### src/rtl/ssd_scan_driver_pkg.sv
// Shared constants for the seven-segment scan driver: segment patterns (active-high,
// {g,f,e,d,c,b,a}), scan slot encoding and slot helpers.
package ssd_scan_driver_pkg;

    localparam logic [6:0] SEG_0   = 7'h3F;
    localparam logic [6:0] SEG_1   = 7'h06;
    localparam logic [6:0] SEG_2   = 7'h5B;
    localparam logic [6:0] SEG_3   = 7'h4F;
    localparam logic [6:0] SEG_4   = 7'h66;
    localparam logic [6:0] SEG_5   = 7'h6D;
    localparam logic [6:0] SEG_6   = 7'h7D;
    localparam logic [6:0] SEG_7   = 7'h07;
    localparam logic [6:0] SEG_8   = 7'h7F;
    localparam logic [6:0] SEG_9   = 7'h6F;
    localparam logic [6:0] SEG_A   = 7'h77;
    localparam logic [6:0] SEG_B   = 7'h7C;
    localparam logic [6:0] SEG_C   = 7'h39;
    localparam logic [6:0] SEG_D   = 7'h5E;
    localparam logic [6:0] SEG_E   = 7'h79;
    localparam logic [6:0] SEG_F   = 7'h71;
    localparam logic [6:0] SEG_OFF = 7'h00;

    // Slot index doubles as the shadow-array index (0 = leftmost digit).
    typedef enum logic [1:0] {
        SLOT_D1 = 2'd0,
        SLOT_D2 = 2'd1,
        SLOT_D3 = 2'd2,
        SLOT_D4 = 2'd3
    } slot_t;

    function automatic slot_t slot_succ(input slot_t s);
        case (s)
            SLOT_D1: slot_succ = SLOT_D2;
            SLOT_D2: slot_succ = SLOT_D3;
            SLOT_D3: slot_succ = SLOT_D4;
            default: slot_succ = SLOT_D1;
        endcase
    endfunction

    // Active-high anode for a slot: digit 1 sits on anode bit 3.
    function automatic logic [3:0] slot_anode(input slot_t s);
        case (s)
            SLOT_D1: slot_anode = 4'b1000;
            SLOT_D2: slot_anode = 4'b0100;
            SLOT_D3: slot_anode = 4'b0010;
            default: slot_anode = 4'b0001;
        endcase
    endfunction

endpackage

### src/rtl/ssd_scan_driver_if.sv
// Counter-to-display bundle: digit values, DP requests and enable in; pin drives and frame strobe out.
interface ssd_scan_driver_if;

    logic       i_EN;
    logic [3:0] i_Digit_1_val;
    logic [3:0] i_Digit_2_val;
    logic [3:0] i_Digit_3_val;
    logic [3:0] i_Digit_4_val;
    logic [3:0] i_DP;
    logic [3:0] o_AN;
    logic [6:0] o_SEG;
    logic       o_DP;
    logic       o_FRAME;

    modport master (
        output i_EN, i_Digit_1_val, i_Digit_2_val, i_Digit_3_val, i_Digit_4_val, i_DP,
        input  o_AN, o_SEG, o_DP, o_FRAME
    );

    modport slave (
        input  i_EN, i_Digit_1_val, i_Digit_2_val, i_Digit_3_val, i_Digit_4_val, i_DP,
        output o_AN, o_SEG, o_DP, o_FRAME
    );

endinterface

### src/rtl/ssd_hex_decoder.sv
// Combinational hex digit to active-high seven-segment pattern {g,f,e,d,c,b,a}.
module ssd_hex_decoder
    import ssd_scan_driver_pkg::*;
(
    input  logic [3:0] i_val,
    output logic [6:0] o_seg
);

    always_comb begin
        o_seg = SEG_OFF;
        case (i_val)
            4'h0: o_seg = SEG_0;
            4'h1: o_seg = SEG_1;
            4'h2: o_seg = SEG_2;
            4'h3: o_seg = SEG_3;
            4'h4: o_seg = SEG_4;
            4'h5: o_seg = SEG_5;
            4'h6: o_seg = SEG_6;
            4'h7: o_seg = SEG_7;
            4'h8: o_seg = SEG_8;
            4'h9: o_seg = SEG_9;
            4'hA: o_seg = SEG_A;
            4'hB: o_seg = SEG_B;
            4'hC: o_seg = SEG_C;
            4'hD: o_seg = SEG_D;
            4'hE: o_seg = SEG_E;
            4'hF: o_seg = SEG_F;
            default: o_seg = SEG_OFF;
        endcase
    end

endmodule

### src/rtl/ssd_scan_driver.sv
// Four-digit common-anode scan driver with per-frame snapshot, anti-ghost blanking,
// leading-zero suppression and registered outputs.
module ssd_scan_driver
    import ssd_scan_driver_pkg::*;
#(
    parameter int c_REFRESH_DIV = 100000,
    parameter int c_GHOST       = 16,
    parameter int c_ACTIVE_LOW  = 1,
    parameter int c_BLANK_LZ    = 1
) (
    input  logic                 i_CLK,
    input  logic                 i_RST,
    ssd_scan_driver_if.slave     io_ssd
);

    localparam int              c_PS_W      = (c_REFRESH_DIV > 1) ? $clog2(c_REFRESH_DIV) : 1;
    localparam logic [c_PS_W-1:0] c_PS_MAX  = c_PS_W'(c_REFRESH_DIV - 1);
    localparam logic [c_PS_W-1:0] c_GHOST_END = c_PS_W'(c_GHOST);
    localparam logic            c_INV       = (c_ACTIVE_LOW != 0);
    localparam logic            c_LZ        = (c_BLANK_LZ != 0);
    localparam logic [3:0]      c_AN_OFF    = c_INV ? 4'hF : 4'h0;
    localparam logic [6:0]      c_SEG_IDLE  = c_INV ? ~SEG_OFF : SEG_OFF;

    logic [c_PS_W-1:0] r_prescaler;
    slot_t             r_slot;
    logic              r_load_pend;
    logic [3:0]        r_shadow [4];
    logic [3:0]        r_shadow_dp;
    logic [3:0]        r_an;
    logic [6:0]        r_seg;
    logic              r_dp;
    logic              r_frame;

    logic [c_PS_W-1:0] w_prescaler_next;
    slot_t             w_slot_next;
    logic              w_tick;
    logic              w_load;
    logic [3:0]        w_digit_in [4];
    logic [3:0]        w_zero;
    logic [3:0]        w_blank;
    logic [3:0]        w_sel_digit;
    logic [6:0]        w_sel_pattern;
    logic              w_sel_dp;
    logic [3:0]        w_an_ah;
    logic [6:0]        w_seg_ah;
    logic              w_dp_ah;
    logic [3:0]        w_an_next;
    logic [6:0]        w_seg_next;
    logic              w_dp_next;

    assign w_digit_in[0] = io_ssd.i_Digit_1_val;
    assign w_digit_in[1] = io_ssd.i_Digit_2_val;
    assign w_digit_in[2] = io_ssd.i_Digit_3_val;
    assign w_digit_in[3] = io_ssd.i_Digit_4_val;

    // Shadow slots are indexed by scan slot; DP bits are stored reversed so slot N reads bit N.
    genvar gi;
    generate
        for (gi = 0; gi < 4; gi++) begin : g_shadow
            always_ff @(posedge i_CLK or posedge i_RST) begin
                if (i_RST) begin
                    r_shadow[gi]    <= 4'd0;
                    r_shadow_dp[gi] <= 1'b0;
                end else if (w_load) begin
                    r_shadow[gi]    <= w_digit_in[gi];
                    r_shadow_dp[gi] <= io_ssd.i_DP[3-gi];
                end
            end

            assign w_zero[gi] = (r_shadow[gi] == 4'd0);

            // A digit is blank only when it and every digit to its left are zero; the last never is.
            if (gi < 3) begin : g_lz
                assign w_blank[gi] = c_LZ & (&w_zero[gi:0]);
            end else begin : g_last
                assign w_blank[gi] = 1'b0;
            end
        end
    endgenerate

    assign w_sel_digit = r_shadow[r_slot];

    ssd_hex_decoder u_hex_decoder (
        .i_val (w_sel_digit),
        .o_seg (w_sel_pattern)
    );

    always_comb begin
        w_tick           = (r_prescaler == c_PS_MAX);
        w_load           = r_load_pend | (w_tick & (r_slot == SLOT_D4));
        w_prescaler_next = w_tick ? '0 : r_prescaler + 1'b1;
        w_slot_next      = w_tick ? slot_succ(r_slot) : r_slot;
        w_sel_dp         = r_shadow_dp[r_slot];

        w_an_ah  = 4'h0;
        w_seg_ah = SEG_OFF;
        w_dp_ah  = 1'b0;
        if (io_ssd.i_EN && (r_prescaler >= c_GHOST_END)) begin
            w_dp_ah = w_sel_dp;
            if (w_blank[r_slot]) begin
                w_an_ah = w_sel_dp ? slot_anode(r_slot) : 4'h0;
            end else begin
                w_an_ah  = slot_anode(r_slot);
                w_seg_ah = w_sel_pattern;
            end
        end

        w_an_next  = c_INV ? ~w_an_ah  : w_an_ah;
        w_seg_next = c_INV ? ~w_seg_ah : w_seg_ah;
        w_dp_next  = c_INV ? ~w_dp_ah  : w_dp_ah;
    end

    always_ff @(posedge i_CLK or posedge i_RST) begin
        if (i_RST) begin
            r_prescaler <= '0;
            r_slot      <= SLOT_D1;
            r_load_pend <= 1'b1;
            r_an        <= c_AN_OFF;
            r_seg       <= c_SEG_IDLE;
            r_dp        <= c_INV;
            r_frame     <= 1'b0;
        end else begin
            r_prescaler <= w_prescaler_next;
            r_slot      <= w_slot_next;
            r_load_pend <= 1'b0;
            r_an        <= w_an_next;
            r_seg       <= w_seg_next;
            r_dp        <= w_dp_next;
            r_frame     <= w_load;
        end
    end

    assign io_ssd.o_AN    = r_an;
    assign io_ssd.o_SEG   = r_seg;
    assign io_ssd.o_DP    = r_dp;
    assign io_ssd.o_FRAME = r_frame;

endmodule
### src/flat_wrapper.sv
// flat-port wrapper written by rule: the top's interface ports become plain ports
module ssd_scan_driver_flat import ssd_scan_driver_pkg::*;
#(
    parameter int c_REFRESH_DIV = 100000,
    parameter int c_GHOST       = 16,
    parameter int c_ACTIVE_LOW  = 1,
    parameter int c_BLANK_LZ    = 1
)
  (i_CLK, i_RST, io_ssd_i_EN, io_ssd_i_Digit_1_val, io_ssd_i_Digit_2_val, io_ssd_i_Digit_3_val, io_ssd_i_Digit_4_val, io_ssd_i_DP, io_ssd_o_AN, io_ssd_o_SEG, io_ssd_o_DP, io_ssd_o_FRAME);
  ssd_scan_driver_if io_ssd_i ();
  input  logic i_CLK;
  input  logic i_RST;
  input wire logic [$bits(io_ssd_i.i_EN)-1:0] io_ssd_i_EN;
  input wire logic [$bits(io_ssd_i.i_Digit_1_val)-1:0] io_ssd_i_Digit_1_val;
  input wire logic [$bits(io_ssd_i.i_Digit_2_val)-1:0] io_ssd_i_Digit_2_val;
  input wire logic [$bits(io_ssd_i.i_Digit_3_val)-1:0] io_ssd_i_Digit_3_val;
  input wire logic [$bits(io_ssd_i.i_Digit_4_val)-1:0] io_ssd_i_Digit_4_val;
  input wire logic [$bits(io_ssd_i.i_DP)-1:0] io_ssd_i_DP;
  output wire logic [$bits(io_ssd_i.o_AN)-1:0] io_ssd_o_AN;
  output wire logic [$bits(io_ssd_i.o_SEG)-1:0] io_ssd_o_SEG;
  output wire logic [$bits(io_ssd_i.o_DP)-1:0] io_ssd_o_DP;
  output wire logic [$bits(io_ssd_i.o_FRAME)-1:0] io_ssd_o_FRAME;
  assign io_ssd_i.i_EN = io_ssd_i_EN;
  assign io_ssd_i.i_Digit_1_val = io_ssd_i_Digit_1_val;
  assign io_ssd_i.i_Digit_2_val = io_ssd_i_Digit_2_val;
  assign io_ssd_i.i_Digit_3_val = io_ssd_i_Digit_3_val;
  assign io_ssd_i.i_Digit_4_val = io_ssd_i_Digit_4_val;
  assign io_ssd_i.i_DP = io_ssd_i_DP;
  assign io_ssd_o_AN = io_ssd_i.o_AN;
  assign io_ssd_o_SEG = io_ssd_i.o_SEG;
  assign io_ssd_o_DP = io_ssd_i.o_DP;
  assign io_ssd_o_FRAME = io_ssd_i.o_FRAME;
  ssd_scan_driver #(.c_REFRESH_DIV(c_REFRESH_DIV), .c_GHOST(c_GHOST), .c_ACTIVE_LOW(c_ACTIVE_LOW), .c_BLANK_LZ(c_BLANK_LZ)) u_core (.i_CLK(i_CLK), .i_RST(i_RST), .io_ssd(io_ssd_i));
endmodule
### config.mk
export PLATFORM = sky130hd
export DESIGN_NAME = ssd_scan_driver_flat
export DESIGN_NICKNAME = d
export VERILOG_FILES = /design/src/rtl/ssd_scan_driver_pkg.sv /design/src/rtl/ssd_scan_driver_if.sv /design/src/rtl/ssd_hex_decoder.sv /design/src/rtl/ssd_scan_driver.sv /design/src/flat_wrapper.sv
export SDC_FILE = /design/constraint.sdc
export NUM_CORES = 1
export LEC_CHECK = 0
export CAP_MARGIN = 30
export CELL_PAD_IN_SITES_DETAIL_PLACEMENT = 1
export CELL_PAD_IN_SITES_GLOBAL_PLACEMENT = 1
export CORE_MARGIN = 2
export CORE_UTILIZATION = 40
export DETAILED_ROUTE_END_ITERATION = 10
export PLACE_DENSITY = 0.8
export SYNTH_ARGS = -nofsm -noshare
export SYNTH_HDL_FRONTEND = slang
export SYNTH_SLANG_ARGS = --single-unit
### constraint.sdc
create_clock -name i_CLK -period 2.2 [get_ports i_CLK]
set_clock_uncertainty 0.2 [all_clocks]
set_input_delay 0.66 -clock i_CLK [delete_from_list [all_inputs] [get_ports i_CLK]]
set_output_delay 0.66 -clock i_CLK [all_outputs]
set_load 0.01 [all_outputs]
==> impl_metrics.env, run 1 <==
export IMPL_reg2reg_depth=5
export IMPL_dieWidth_um=85.7
export IMPL_period_needed_ns=2.19
export IMPL_cts_sinks=53
export IMPL_internal_power_mw=1.45
export IMPL_max_freq_ghz=0.457
export IMPL_final_cells=353
export IMPL_core_um2=6390
export IMPL_synth_nets=256
export IMPL_nNetsFinal=310
export IMPL_syn_inst=221
export IMPL_ir_drop_mv=0.312
export IMPL_yosysTopAreaCell="dfrtp_1"
export IMPL_combPwrFrac=0.162
export IMPL_drc_errors=0
export IMPL_grt_overflow_total=0
export IMPL_first_global_vias=2009
export IMPL_crit_path_end="u_core.r_shadow_dp[0]"
export IMPL_cts_htree_levels=2
export IMPL_yosysSeqAreaShare=0.503
export IMPL_hold_depth=1
export IMPL_gp_congestion=0.799
export IMPL_vias=1853
export IMPL_antenna_found_initial=0
export IMPL_crit_path_start="u_core.r_prescaler[12]"
export IMPL_ff2ff_setup_slack_ns=0.01
export IMPL_synth_seq_cells=53
export IMPL_powerDensity_nw_per_um2=576
export IMPL_slew_violations=0
export IMPL_avgSynthCellArea_um2=12.1
export IMPL_synth_ff_type="dfrtp_1"
export IMPL_ys_types=39
export IMPL_synth_top_area_share=0.375
export IMPL_finalSetupViolations=0
export IMPL_end_kind="flop"
export IMPL_worst_pin_slew_ns=0.517
export IMPL_grt_setup_unrepaired="yes"
export IMPL_status="complete, no violations"
export IMPL_synth_edff_count=0
export IMPL_firstDrtPassIters=4
export IMPL_power_leakage_nw=1.50
export IMPL_hold_path_class="reg -> reg"
export IMPL_clk_latency_ns=0.31
export IMPL_cp_data_required_time_ns=2.20
export IMPL_hold_viol_final=0
export IMPL_io_pins=36
export IMPL_drt_vias_per_instance=5.25
export IMPL_fp_dieArea_um2=7340
export IMPL_area_growth_pct=26.0
export IMPL_totalWireLength_um=6360
export IMPL_r2r_end="u_core.r_shadow_dp[0]"
export IMPL_cts_tree="built"
export IMPL_drive_gt1_frac=0.279
export IMPL_dpl_hpwl_um=4560
export IMPL_num_rows=29
export IMPL_p_seq_frac=0.560
export IMPL_hold_buffers=0
export IMPL_ant_nets=0
export IMPL_portBuffers=35
export IMPL_start_util=0.418
export IMPL_place_ws_ns=-0.175
export IMPL_path_max_fanout=11
export IMPL_drt_first_iter_violations=52
export IMPL_clk_pin_slew_ns=0.09
export IMPL_netlist_area_um2=2670
export IMPL_cap_violations=0
export IMPL_clockBufferDepth=2
export IMPL_cts_buffers=5
export IMPL_arrival_ns=2.19
export IMPL_dp_cells=339
export IMPL_path_class="reg -> reg"
export IMPL_routedWlPerCell_um=18.0
export IMPL_grt_max_degree=24
export IMPL_layout_setup_ws_ns=0.0141
export IMPL_async_flop_share=1.00
export IMPL_swShare=0.253
export IMPL_antenna_cells=0
export IMPL_start_kind="flop"
export IMPL_finalCritPeriodShare=0.994
export IMPL_p_clk_frac=0.279
export IMPL_ys_warnings_count=0
export IMPL_cts_root_buffer="clkbuf_8"
export IMPL_reg2reg_from="u_core.r_prescaler[12]"
export IMPL_p_switching_uw=489
export IMPL_die_h_um=85.7
export IMPL_grt_use_total=0.185
export IMPL_grt_pass1_wl_um=10400
export IMPL_ys_top_cells_by_area="dfrtp_1, dfstp_2, mux2_4, ha_1, mux4_2"
export IMPL_max_slew_margin=0.655
==> final cells by class <==
cell class	instances	area, µm²
multi-input combinational	145	1240
clock buffer	7	76.3
fill	674	3020
sequential	53	1340
inverter	14	52.6
timing repair buffer	56	552
tap	77	96.3
clock inverter	1	5.00
==> cell usage in the layout, fill, tap and decap left out, types with 6 or more instances in the layout <==
cell             Yosys  routed
dfrtp_1             40      39
inv_1               14      13
xor2_1               9       9
ha_1                12      11
mux2_4              19      19
nand3_1             11      11
nor2_1              14      14
o21ai_0              8       7
clkdlybuf4s50_1      0      23
dfstp_2             13      13
a21oi_1              6       6
buf_4                1      16
nand2_1             18      18
dlygate4sd2_1        0      12
==> metal layers <==
layer  vias to the layer above  part of all wire  track usage
li1                        873                 -            -
met1                       931              0.44        0.233
met2                        37              0.51        0.317
met3                        12             0.030       0.0337
met4                         0             0.020       0.0693
met5                         -                 0            0
==> logic make-up after synthesis <==
kind of cell / share of synthesized area
xor gates and xnor gates: 0.0426
adders and majority gates: 0.0562
AOI/OAI and AO/OA: 0.0548
DFF: 0.503
muxes: 0.173
and+or+nand+nor: 0.128
other: 0.00140
buffers and inverters: 0.0403
==> cell usage after synthesis, types with 2 or more instances <==
cell type and instances:
clkbuf_1 4, and2_1 2, o211ai_1 3, buf_2 2, and3_1 4, or4_1 3
buf_6 2, mux2_2 4, mux4_2 5, xor2_1 9, nor4_1 2, mux2i_1 2
dfrtp_1 40, a21oi_1 6, nor2_1 14, o21ai_0 8, nand2_1 18, inv_1 14
xnor2_1 4, nand3_1 11, nand4_1 4, nor3_1 2, dfstp_2 13, mux2_4 19
ha_1 12
==> through the flow <==
step / TNS, ns / area (µm²) / utilization / hold WS, ns / power [mW]
floorplan: 0 / 2670 / - / 0.247 / 1.27
global placement: -0.594 / 3220 / 0.504 / 0.261 / 1.40
detailed placement: -1.12 / 3220 / 0.504 / 0.284 / 1.42
CTS: 0 / 3290 / 0.515 / 0.298 / 1.95
global route: -0.523 / 3360 / 0.527 / 0.329 / 2.04
finish: 0 / 3360 / 0.527 / 0.295 / 1.94
==> critical path: stages (launching register included) <==
cell and delay (ns):
dfrtp_1 0.39, or4_4 0.58, nor4_4 0.25, a31oi_4 0.17, buf_12 0.19, mux2_4 0.30
==> registers in the layout (all words and copies together) (netlist names) <==
| signal | flops |
|---|---|
| u_core.r_prescaler | 17 |
| u_core.r_shadow | 16 |
| u_core.io_ssd.o_SEG | 7 |
| u_core.io_ssd.o_AN | 4 |
| u_core.r_shadow_dp | 4 |
| u_core.r_slot | 2 |
| u_core.io_ssd.o_DP | 1 |
| u_core.io_ssd.o_FRAME | 1 |
| u_core.r_load_pend | 1 |
==> power groups by stage <==
stage / clock, mW / sequential [mW] / combinational [mW]
floorplan: 0 / 1.10 / 0.174
global placement: 0 / 1.10 / 0.302
detailed placement: 0 / 1.10 / 0.315
CTS: 0.560 / 1.08 / 0.304
global route: 0.606 / 1.09 / 0.340
finish: 0.540 / 1.08 / 0.313
==> how the worst min path moves through the flow <==
stage | startpoint | end | slack, ns
floorplan | u_core.r_prescaler[0] | u_core.r_prescaler[0] | 0.25
finish | u_core.r_prescaler[0] | u_core.r_prescaler[0] | 0.29
global placement | u_core.r_prescaler[0] | u_core.r_prescaler[0] | 0.26
detailed placement | u_core.r_prescaler[0] | u_core.r_prescaler[0] | 0.28
global route | u_core.r_prescaler[0] | u_core.r_prescaler[0] | 0.33
CTS | u_core.r_prescaler[0] | u_core.r_prescaler[0] | 0.30
==> what timing repair did <==
item / CTS / global route
cloned: 0 / 2
endpoints found under the setup margin: 33 / 30
buffers inserted: 0 / 4
pin swaps: 1 / 0
resized for setup: 13 / 5
(Power assumes the default switching activity.)
==> inputs of run 2 (changes only) <==
- CORE_MARGIN: 2 -> default
==> run 2 against run 1 <==
Effect of this change: largest power group unchanged; cell area is 0.15% lower; the run now ends with negative setup slack left; via count is 1.9% higher; sequential power about the same; largest cell class unchanged; setup slack worse by 0.023 ns; final cell count shrank 0.57%; core utilization decreased by 0.078 points.
==> impl_metrics.env, run 2 (synthesized netlist as in run 1, its figures left out) <==
export IMPL_internal_power_mw=1.56
export IMPL_final_area_um2=3360
export IMPL_antenna_cells=0
export IMPL_firstDrtPassIters=4
export IMPL_final_common_cell="dfrtp_1"
export IMPL_largest_register_ffs=17
export IMPL_cts_root_buffer="clkbuf_8"
export IMPL_grt_use_total=0.189
export IMPL_cts_buffers=5
export IMPL_max_freq_ghz=0.453
export IMPL_grt_pass1_wl_um=10300
export IMPL_first_global_vias=1950
export IMPL_core_um2=6390
export IMPL_final_cells=351
export IMPL_clockBufferDepth=2
export IMPL_drt_first_iter_violations=58
export IMPL_p_switching_uw=502
export IMPL_num_rows=29
export IMPL_fp_dieArea_um2=7010
export IMPL_gp_congestion=0.774
export IMPL_layout_setup_ws_ns=-0.00879
export IMPL_drive_gt1_frac=0.277
export IMPL_cp_num_buf_inv=1
export IMPL_slew_violations=0
export IMPL_powerDensity_nw_per_um2=612
export IMPL_start_util=0.418
export IMPL_cap_violations=0
export IMPL_cp_data_required_time_ns=2.21
export IMPL_top_register="u_core.r_prescaler"
export IMPL_end_kind="flop"
export IMPL_antenna_found_initial=0
export IMPL_p_seq_frac=0.527
export IMPL_cts_sinks=53
export IMPL_start_kind="flop"
export IMPL_io_pins=36
export IMPL_crit_family="simple AND/OR/NAND/NOR gates"
export IMPL_die_h_um=83.7
export IMPL_grt_setup_unrepaired="yes"
export IMPL_drc_errors=0
export IMPL_cts_tree="built"
export IMPL_status="complete, but fails checks"
export IMPL_p_clk_frac=0.326
export IMPL_grt_overflow_total=0
export IMPL_drt_vias_per_instance=5.38
export IMPL_area_growth_pct=25.8
export IMPL_routedWlPerCell_um=18.2
export IMPL_clk_pin_slew_ns=0.10
export IMPL_nNetsFinal=308
export IMPL_period_needed_ns=2.21
export IMPL_swShare=0.244
export IMPL_ir_drop_mv=0.325
export IMPL_dp_cells=340
export IMPL_path_class="reg -> reg"
export IMPL_clk_latency_ns=0.32
export IMPL_power_leakage_nw=1.49
export IMPL_hold_viol_final=0
export IMPL_ant_nets=0
export IMPL_cp_slowest_cell="dfrtp_1"
export IMPL_finalCritPeriodShare=1.00
export IMPL_dieWidth_um=83.7
export IMPL_max_stage_delay_ns=0.40
export IMPL_portBuffers=35
export IMPL_finalSetupViolations=1
export IMPL_combPwrFrac=0.147
export IMPL_path_max_fanout=5
export IMPL_n_fill_cell=680
export IMPL_grt_max_degree=54
export IMPL_final_cell_mix="dfrtp_1, clkdlybuf4s50_1, mux2_4, nand2_1, buf_4"
export IMPL_hold_path_class="reg -> reg"
export IMPL_cts_htree_levels=2
export IMPL_path_cells="ha_1, and4_2, buf_4, nand3_1, nor3_1, mux2_2"
export IMPL_violations="negative setup slack"
export IMPL_vias=1889
export IMPL_hold_buffers=0
export IMPL_placed_area_um2=3220
export IMPL_whs_ns=0.295
export IMPL_dpl_hpwl_um=4540
export IMPL_arrival_ns=2.22
export IMPL_totalWireLength_um=6400
[run 2: cell count changes in the layout (fill, tap and decap cells not counted)]
cell	change
a21oi_1	-1
o21ai_1	+1
ha_2	-1
buf_12	-1
ha_1	+1
and4_2	+1
a21oi_2	+1
clkbuf_1	-1
o21ai_0	-1
buf_6	-1
and4_4	-1
bufinv_16	+1
[run 2: path summary, 6_finish.rpt]
kind	startpoint	end	slack, ns	cells after the start
setup / recovery	u_core.r_prescaler[0]	u_core.r_prescaler[16]	-0.009	6
hold / removal	u_core.r_prescaler[14]	u_core.r_prescaler[14]	0.30	1
setup reg to reg	u_core.r_prescaler[0]	u_core.r_prescaler[16]	-0.009	6
hold reg to reg	u_core.r_prescaler[14]	u_core.r_prescaler[14]	0.30	1
max in group asynchronous	i_RST	u_core.io_ssd.o_SEG[3]	1.01	3
min in group asynchronous	i_RST	u_core.r_shadow_dp[2]	0.50	3
[run 2: power by group through the flow]
stage | combinational (mW) | clock, mW | sequential (mW)
2_1_floorplan | 0.174 | 0 | 1.10
3_3_place_gp | 0.301 | 0 | 1.10
3_5_place_dp | 0.313 | 0 | 1.10
4_1_cts | 0.301 | 0.679 | 1.08
5_1_grt | 0.331 | 0.719 | 1.09
6_report | 0.303 | 0.671 | 1.08
[run 2: metal layers]
| metal | vias to the layer above | wire, µm | track usage |
|---|---|---|---|
| li1 | 873 | - | - |
| met3 | 6 | 130 | 0.0297 |
| met1 | 975 | 2770 | 0.245 |
| met2 | 35 | 3410 | 0.326 |
| met5 | - | 0 | 0 |
| met4 | 0 | 78 | 0.0555 |
[run 2: timing repair]
item,in CTS,in global routing
pin swaps,2,0
endpoints found under the hold margin,0,0
cloned,0,1
buffers inserted,0,2
setup endpoints to repair,32,28
gates resized for setup,12,6
[run 2: final cells by class]
class                   instances  area, µm²  share of cell area
multi-input cells             145       1240               0.369
flip-flops and latches         53       1340               0.400
repair buffers                 54        520               0.155
well taps                      77       96.3              0.0287
clock buffers                   6       72.6              0.0216
inverters                      14       52.6              0.0156
clock inverters                 2       35.0              0.0104
[run 2: stage by stage]
| stage | TNS (ns) | util | setup slack [ns] | total power, mW |
|---|---|---|---|---|
| 2_1_floorplan | 0 | - | 0.00651 | 1.27 |
| 3_3_place_gp | -0.501 | 0.504 | -0.0872 | 1.40 |
| 3_5_place_dp | -1.86 | 0.504 | -0.150 | 1.42 |
| 4_1_cts | 0 | 0.518 | 0.00478 | 2.06 |
| 5_1_grt | -0.211 | 0.526 | -0.0611 | 2.14 |
| 6_report | -0.00879 | 0.526 | -0.00879 | 2.06 |
[run 2: worst reg2reg max path: cells and delay by family (launching register included)]
| family | cells | cell delay (ns) |
|---|---|---|
| mux | 1 | 0.39 |
| buf+inv | 1 | 0.15 |
| simple gates | 3 | 0.71 |
| fa+ha+maj | 1 | 0.24 |
| flops | 1 | 0.40 |
